--- src/rtl/output_pkg.sv ---
// output_pkg: shared state, beat-code and framing definitions for the output scheduler.
package output_pkg;
    typedef enum logic [2:0] {IDLE, HDR, HI, LO, GAP} sched_state_t;
    localparam logic [1:0] BEAT_IDLE = 2'b00;
    localparam logic [1:0] BEAT_HDR  = 2'b10;
    localparam logic [1:0] BEAT_DATA = 2'b11;
    localparam logic [3:0] HDR_TAG   = 4'hA;
    function automatic logic [9:0] beat_word(sched_state_t st, logic [3:0] id, logic [15:0] dat);
        return st == HDR ? {HDR_TAG, id, BEAT_HDR} :
               st == HI  ? {dat[15:8], BEAT_DATA} :
               st == LO  ? {dat[7:0], BEAT_DATA} : {8'd0, BEAT_IDLE};
    endfunction
endpackage

--- src/rtl/output_sched_if.sv ---
// output_sched_if: producer-side request/data bundle plus the framed output bus.
interface output_sched_if #(parameter int NUM_SRC = 4);
    logic [NUM_SRC-1:0]    req;
    logic [16*NUM_SRC-1:0] data;
    logic                  hold;
    logic [NUM_SRC-1:0]    ack;
    logic [9:0]            out;
    logic                  busy;
    modport master (output req, data, hold, input ack, out, busy);
    modport slave  (input req, data, hold, output ack, out, busy);
endinterface

--- src/rtl/output_sched_rr_arbiter.sv ---
// rr_arbiter: combinational round-robin pick, searching upward from last+1 with wrap.
module rr_arbiter #(
    parameter int NUM_SRC = 4,
    localparam int IW = $clog2(NUM_SRC)
) (
    input  logic [NUM_SRC-1:0] req,
    input  logic [IW-1:0]      last,
    output logic               grant_valid,
    output logic [IW-1:0]      grant_idx
);
    logic [IW-1:0] idx;
    always_comb begin
        grant_valid = 1'b0;
        grant_idx = '0;
        idx = '0;
        // walk farthest-first so the nearest requester after last wins
        for (int i = NUM_SRC; i >= 1; i--) begin
            idx = IW'((int'(last) + i) % NUM_SRC);
            if (req[idx]) begin
                grant_valid = 1'b1;
                grant_idx = idx;
            end
        end
    end
endmodule

--- src/rtl/output_sched.sv ---
// output_sched: grants one producer at a time and emits a header/high/low frame on out,
// followed by GAP_CYCLES idle beats.
module output_sched
    import output_pkg::*;
#(
    parameter int NUM_SRC    = 4,
    parameter int GAP_CYCLES = 1
) (
    input logic         clock,
    input logic         reset_n,
    output_sched_if.slave bus
);
    localparam int IW = $clog2(NUM_SRC);
    sched_state_t       state_q, state_d;
    logic [IW-1:0]      last_q, last_d, id_q, id_d, grant_idx;
    logic [15:0]        hold_q, hold_d;
    logic [2:0]         gap_q, gap_d;
    logic [9:0]         out_q, out_d;
    logic [NUM_SRC-1:0] ack_q, ack_d;
    logic               busy_q, busy_d, grant_valid;

    rr_arbiter #(.NUM_SRC(NUM_SRC)) u_arb (
        .req(bus.req), .last(last_q), .grant_valid(grant_valid), .grant_idx(grant_idx)
    );

    always_comb begin
        state_d = state_q;
        last_d = last_q;
        id_d = id_q;
        hold_d = hold_q;
        gap_d = gap_q;
        ack_d = '0;
        case (state_q)
            IDLE: if (grant_valid) begin
                state_d = HDR;
                last_d = grant_idx;
                id_d = grant_idx;
                hold_d = bus.data[16*grant_idx +: 16];
                ack_d[grant_idx] = 1'b1;
            end
            HDR: state_d = bus.hold ? HDR : HI;
            HI:  state_d = bus.hold ? HI : LO;
            LO: if (!bus.hold) begin
                state_d = GAP_CYCLES == 0 ? IDLE : GAP;
                gap_d = 3'(GAP_CYCLES - 1);
            end
            GAP: if (!bus.hold) begin
                state_d = gap_q == 3'd0 ? IDLE : GAP;
                gap_d = gap_q == 3'd0 ? gap_q : gap_q - 3'd1;
            end
            default: state_d = IDLE;
        endcase
        // outputs are precomputed from next state so every port comes straight off a flop
        out_d = beat_word(state_d, 4'(id_d), hold_d);
        busy_d = state_d != IDLE;
    end

    always_ff @(posedge clock or negedge reset_n) begin
        if (!reset_n) begin
            state_q <= IDLE;
            last_q <= IW'(NUM_SRC - 1);
            id_q <= '0;
            hold_q <= '0;
            gap_q <= '0;
            out_q <= '0;
            ack_q <= '0;
            busy_q <= 1'b0;
        end else begin
            state_q <= state_d;
            last_q <= last_d;
            id_q <= id_d;
            hold_q <= hold_d;
            gap_q <= gap_d;
            out_q <= out_d;
            ack_q <= ack_d;
            busy_q <= busy_d;
        end
    end

    assign bus.ack = ack_q;
    assign bus.out = out_q;
    assign bus.busy = busy_q;
endmodule
--- src/flat_wrapper.sv ---
// flat-port wrapper written by rule: the top's interface ports become plain ports
module output_sched_flat import output_pkg::*;
#(
    parameter int NUM_SRC    = 4,
    parameter int GAP_CYCLES = 1
)
  (clock, reset_n, bus_req, bus_data, bus_hold, bus_ack, bus_out, bus_busy);
  output_sched_if #(.NUM_SRC(NUM_SRC)) bus_i ();
  input logic clock;
  input logic reset_n;
  input wire logic [$bits(bus_i.req)-1:0] bus_req;
  input wire logic [$bits(bus_i.data)-1:0] bus_data;
  input wire logic [$bits(bus_i.hold)-1:0] bus_hold;
  output wire logic [$bits(bus_i.ack)-1:0] bus_ack;
  output wire logic [$bits(bus_i.out)-1:0] bus_out;
  output wire logic [$bits(bus_i.busy)-1:0] bus_busy;
  assign bus_i.req = bus_req;
  assign bus_i.data = bus_data;
  assign bus_i.hold = bus_hold;
  assign bus_ack = bus_i.ack;
  assign bus_out = bus_i.out;
  assign bus_busy = bus_i.busy;
  output_sched #(.NUM_SRC(NUM_SRC), .GAP_CYCLES(GAP_CYCLES)) u_core (.clock(clock), .reset_n(reset_n), .bus(bus_i));
endmodule
--- config.mk ---
export PLATFORM = sky130hd
export DESIGN_NAME = output_sched_flat
export DESIGN_NICKNAME = d
export VERILOG_FILES = /design/src/rtl/output_pkg.sv /design/src/rtl/output_sched_if.sv /design/src/rtl/output_sched_rr_arbiter.sv /design/src/rtl/output_sched.sv /design/src/flat_wrapper.sv
export SDC_FILE = /design/constraint.sdc
export NUM_CORES = 1
export LEC_CHECK = 0
export CORE_MARGIN = 2
export CORE_UTILIZATION = 40
export CTS_CLUSTER_DIAMETER = 60
export DETAILED_ROUTE_END_ITERATION = 10
export MAX_ROUTING_LAYER = met4
export PLACE_DENSITY = 0.79
export SYNTH_ARGS = -nofsm -noshare
export SYNTH_HDL_FRONTEND = slang
export SYNTH_SLANG_ARGS = --single-unit
--- constraint.sdc ---
create_clock -name clock -period 2.43 [get_ports clock]
set_input_delay 0.6075 -clock clock [delete_from_list [all_inputs] [get_ports clock]]
set_output_delay 0.6075 -clock clock [all_outputs]
set_load 0.05 [all_outputs]
==> impl_metrics.env, run 1 <==
export IMPL_crit_path_cell_trace="clkdlybuf4s50_1 > and2b_1 > o21a_1 > buf_12 > o31ai_1 > a21o_1 > o211ai_2"
export IMPL_maxCapViolCount=0
export IMPL_whs_ns=0.240
export IMPL_detail_route_antenna_nets=0
export IMPL_grt_first_pass_wirelength_mm=12.1
export IMPL_dr_pass1_iters=5
export IMPL_portBuffers=85
export IMPL_hp_class="in2async"
export IMPL_grt_pass1_vias=2488
export IMPL_synth_area_per_cell_um2=9.31
export IMPL_finalSetupViolCount=0
export IMPL_htree_levels=2
export IMPL_areaGrowthSynthToFinish_pct=46.7
export IMPL_detail_route_wl_per_cell_um=16.2
export IMPL_num_vias=2523
export IMPL_preCtsSetupSlack_ns=-0.0857
export IMPL_ctsHoldBuffers=0
export IMPL_ios=86
export IMPL_drcViolationCount=0
export IMPL_cell_internal_pwr_mw=2.34
export IMPL_post_cts_setup_buffers=0
export IMPL_yosys_warnings=0
export IMPL_syn_nets=349
export IMPL_wl_mm=7.31
export IMPL_dpl_cell_area_mm2=0.00369
export IMPL_fin_ws_ns=0.214
export IMPL_crit_buf_inv=2
export IMPL_fin_crit_ns=2.22
export IMPL_p_leak_nw=1.60
export IMPL_start_util=0.409
export IMPL_overflow=0
export IMPL_vias_per_cell=5.59
export IMPL_cts_tree="done"
export IMPL_design_area_mm2=0.00377
export IMPL_crit_required_ns=2.61
export IMPL_rows=29
export IMPL_power_density_mw_per_mm2=1120
export IMPL_startpoint_type="input pin"
export IMPL_diodes=0
export IMPL_nets=446
export IMPL_grt_use_total=0.218
export IMPL_numCtsBuffers=5
export IMPL_rr_endpoint="u_core.hold_q[7]$_DFF_PN0_"
export IMPL_synth_area_leaders="dfrtp_1 (38%), mux2i_1 (6.2%), o31ai_1 (4.7%)"
export IMPL_final_hold_viol_count=0
export IMPL_power_frac_comb=0.612
export IMPL_p_switching_mw=1.88
export IMPL_final_layout_size_suffix_gt1_frac=0.144
export IMPL_cts_root_buf="clkbuf_8"
export IMPL_final_common_cell="clkdlybuf4s50_1"
export IMPL_ys_seq_area_frac=0.400
export IMPL_max_stage_delay_ns=0.46
export IMPL_synth_edf_count=0
export IMPL_finalPower_mw=4.22
export IMPL_fin_util=0.601
export IMPL_fmax_mhz=451
export IMPL_end_kind="flip-flop"
export IMPL_crit_family="compound AO/OA/AOI/OAI gates"
export IMPL_final_period_utilization=0.912
export IMPL_detail_route_iter0_violations=215
export IMPL_ys_ff_latch=41
export IMPL_dieHeight_um=84.2
export IMPL_clockBufferDepth=2
export IMPL_dp_hpwl_mm=5.67
export IMPL_slowest_stage="clkdlybuf4s50_1"
export IMPL_dp_cells=443
export IMPL_die_w_um=84.2
export IMPL_synth_top_area_share=0.380
export IMPL_synth_area_mm2=0.00257
export IMPL_coreArea_mm2=0.00628
export IMPL_synth_main_ff_cell="dfrtp_1"
export IMPL_async_flop_share=1.00
export IMPL_critical_path_arrival_ns=2.39
export IMPL_cts_sinks=41
export IMPL_rsz0062_at_grt="false"
export IMPL_finalNonFillerCells=451
export IMPL_r2r_start="u_core.last_q[0]$_DFFE_PN1P_"
export IMPL_clk_latency_ns=0.30
export IMPL_tns_ns=0
export IMPL_slew_viol_final=0
export IMPL_p_clk_frac=0.102
export IMPL_rr_worst_depth=6
export IMPL_outcome="complete, no violations"
export IMPL_ff2ff_setup_slack_ns=0.44
export IMPL_gp_congestion=0.851
export IMPL_grt_max_degree=21
export IMPL_p_sw_frac=0.446
export IMPL_antenna_found_initial=0
export IMPL_fp_dieArea_mm2=0.00708
export IMPL_relSlewSlack=0.656
export IMPL_skew_ns=0.00898
export IMPL_path_max_fanout=16
export IMPL_post_cts_resized=0
export IMPL_synthCells=276
export IMPL_crit_type="in2reg"
export IMPL_ir_drop_uv=704
export IMPL_clk_pin_slew_ns=0.08
export IMPL_synth_top_cell_by_area="dfrtp_1"
export IMPL_worst_pin_slew_ns=0.515
export IMPL_p_seq_frac=0.286
export IMPL_ys_types=50
export IMPL_final_cell_mix="clkdlybuf4s50_1 (84), dfrtp_1 (39), nor2_1 (28), nand2_1 (24), buf_4 (22)"
[synthesized netlist by cell type, drive strengths merged (2+ instances only)]
library cell	count
mux2	5
mux2i	16
inv	4
dfstp	2
nand4	17
and2b	2
a21o	15
nand2	24
clkbuf	12
o22ai	3
a22o	5
dfrtp	39
nand3b	2
a21oi	6
nor2	29
o21ai	10
a31oi	2
a21boi	2
o32ai	2
a2111oi	2
or3	2
nor4	2
nand3	3
nand2b	7
a22oi	6
o211ai	15
nor3	3
o31ai	16
ha	2
o21a	2
buf	12
[cell families (layout without fill, tap and decap cells)]
logic type,Yosys count,after routing,share of synthesized area
buffers and inverters,28,126,0.0550
adders and majority gates,2,2,0.00974
AOI/OAI and AO/OA,87,87,0.254
and+or+nand+nor,95,95,0.190
xor gates and xnor gates,2,2,0.00682
muxes,21,21,0.0842
DFF,41,41,0.400
[final cells by class]
cell class | instances | area, um2
Fill cell | 531 | 2510
Inverter | 4 | 15.0
Clock buffer | 8 | 80.1
Tap cell | 77 | 96.3
Multi-Input combinational cell | 207 | 1400
Sequential cell | 41 | 1030
Timing Repair Buffer | 114 | 1150
[worst register-to-register path, cell delays in order (launching register included)]
cell	delay (ns)
dfstp_2	0.56
and2b_1	0.22
o21a_1	0.27
buf_12	0.18
o31ai_1	0.37
a21o_1	0.20
o211ai_2	0.08
[power by group through the flow]
stage / sequential, mW / combinational, mW / clock (mW)
after floorplan: 1.52 / 1.37 / 0
after global placement: 1.20 / 2.52 / 0
after detailed placement: 1.21 / 2.57 / 0
after CTS: 1.20 / 2.58 / 0.434
after global routing: 1.24 / 2.78 / 0.472
final: 1.21 / 2.58 / 0.432
[per-layer routing]
layer,track usage,routed length [um],vias up
met5,-,0,-
li1,-,-,1216
met4,0.0616,102,0
met1,0.293,3170,1198
met2,0.343,3580,102
met3,0.0374,459,7
[state kept, by name, summed over array words and instances (netlist names)]
| name | cells |
|---|---|
| u_core.bus.out | 10 |
| u_core.bus.busy | 1 |
| u_core.id_q | 2 |
| u_core.bus.ack | 4 |
| u_core.hold_q | 16 |
| u_core.gap_q | 3 |
| u_core.state_q | 3 |
| u_core.last_q | 2 |
[how the worst max path moves through the flow]
stage	start	endpoint	cells past startpoint
after CTS	bus_req[3]	u_core.hold_q[15]$_DFF_PN0_	7
final	bus_req[3]	u_core.hold_q[7]$_DFF_PN0_	7
after detailed placement	bus_req[3]	u_core.hold_q[15]$_DFF_PN0_	7
after global placement	bus_req[3]	u_core.hold_q[15]$_DFF_PN0_	7
after global routing	bus_req[3]	u_core.hold_q[14]$_DFF_PN0_	7
after floorplan	bus_req[1]	u_core.hold_q[13]$_DFF_PN0_	7
(Power assumes the default switching activity.)
==> run 2: changes to the inputs <==
CTS_CLUSTER_DIAMETER = default   (was 60)
==> results of run 2 <==
No change in the layout: final DEF, timing and power equal those of run 1.
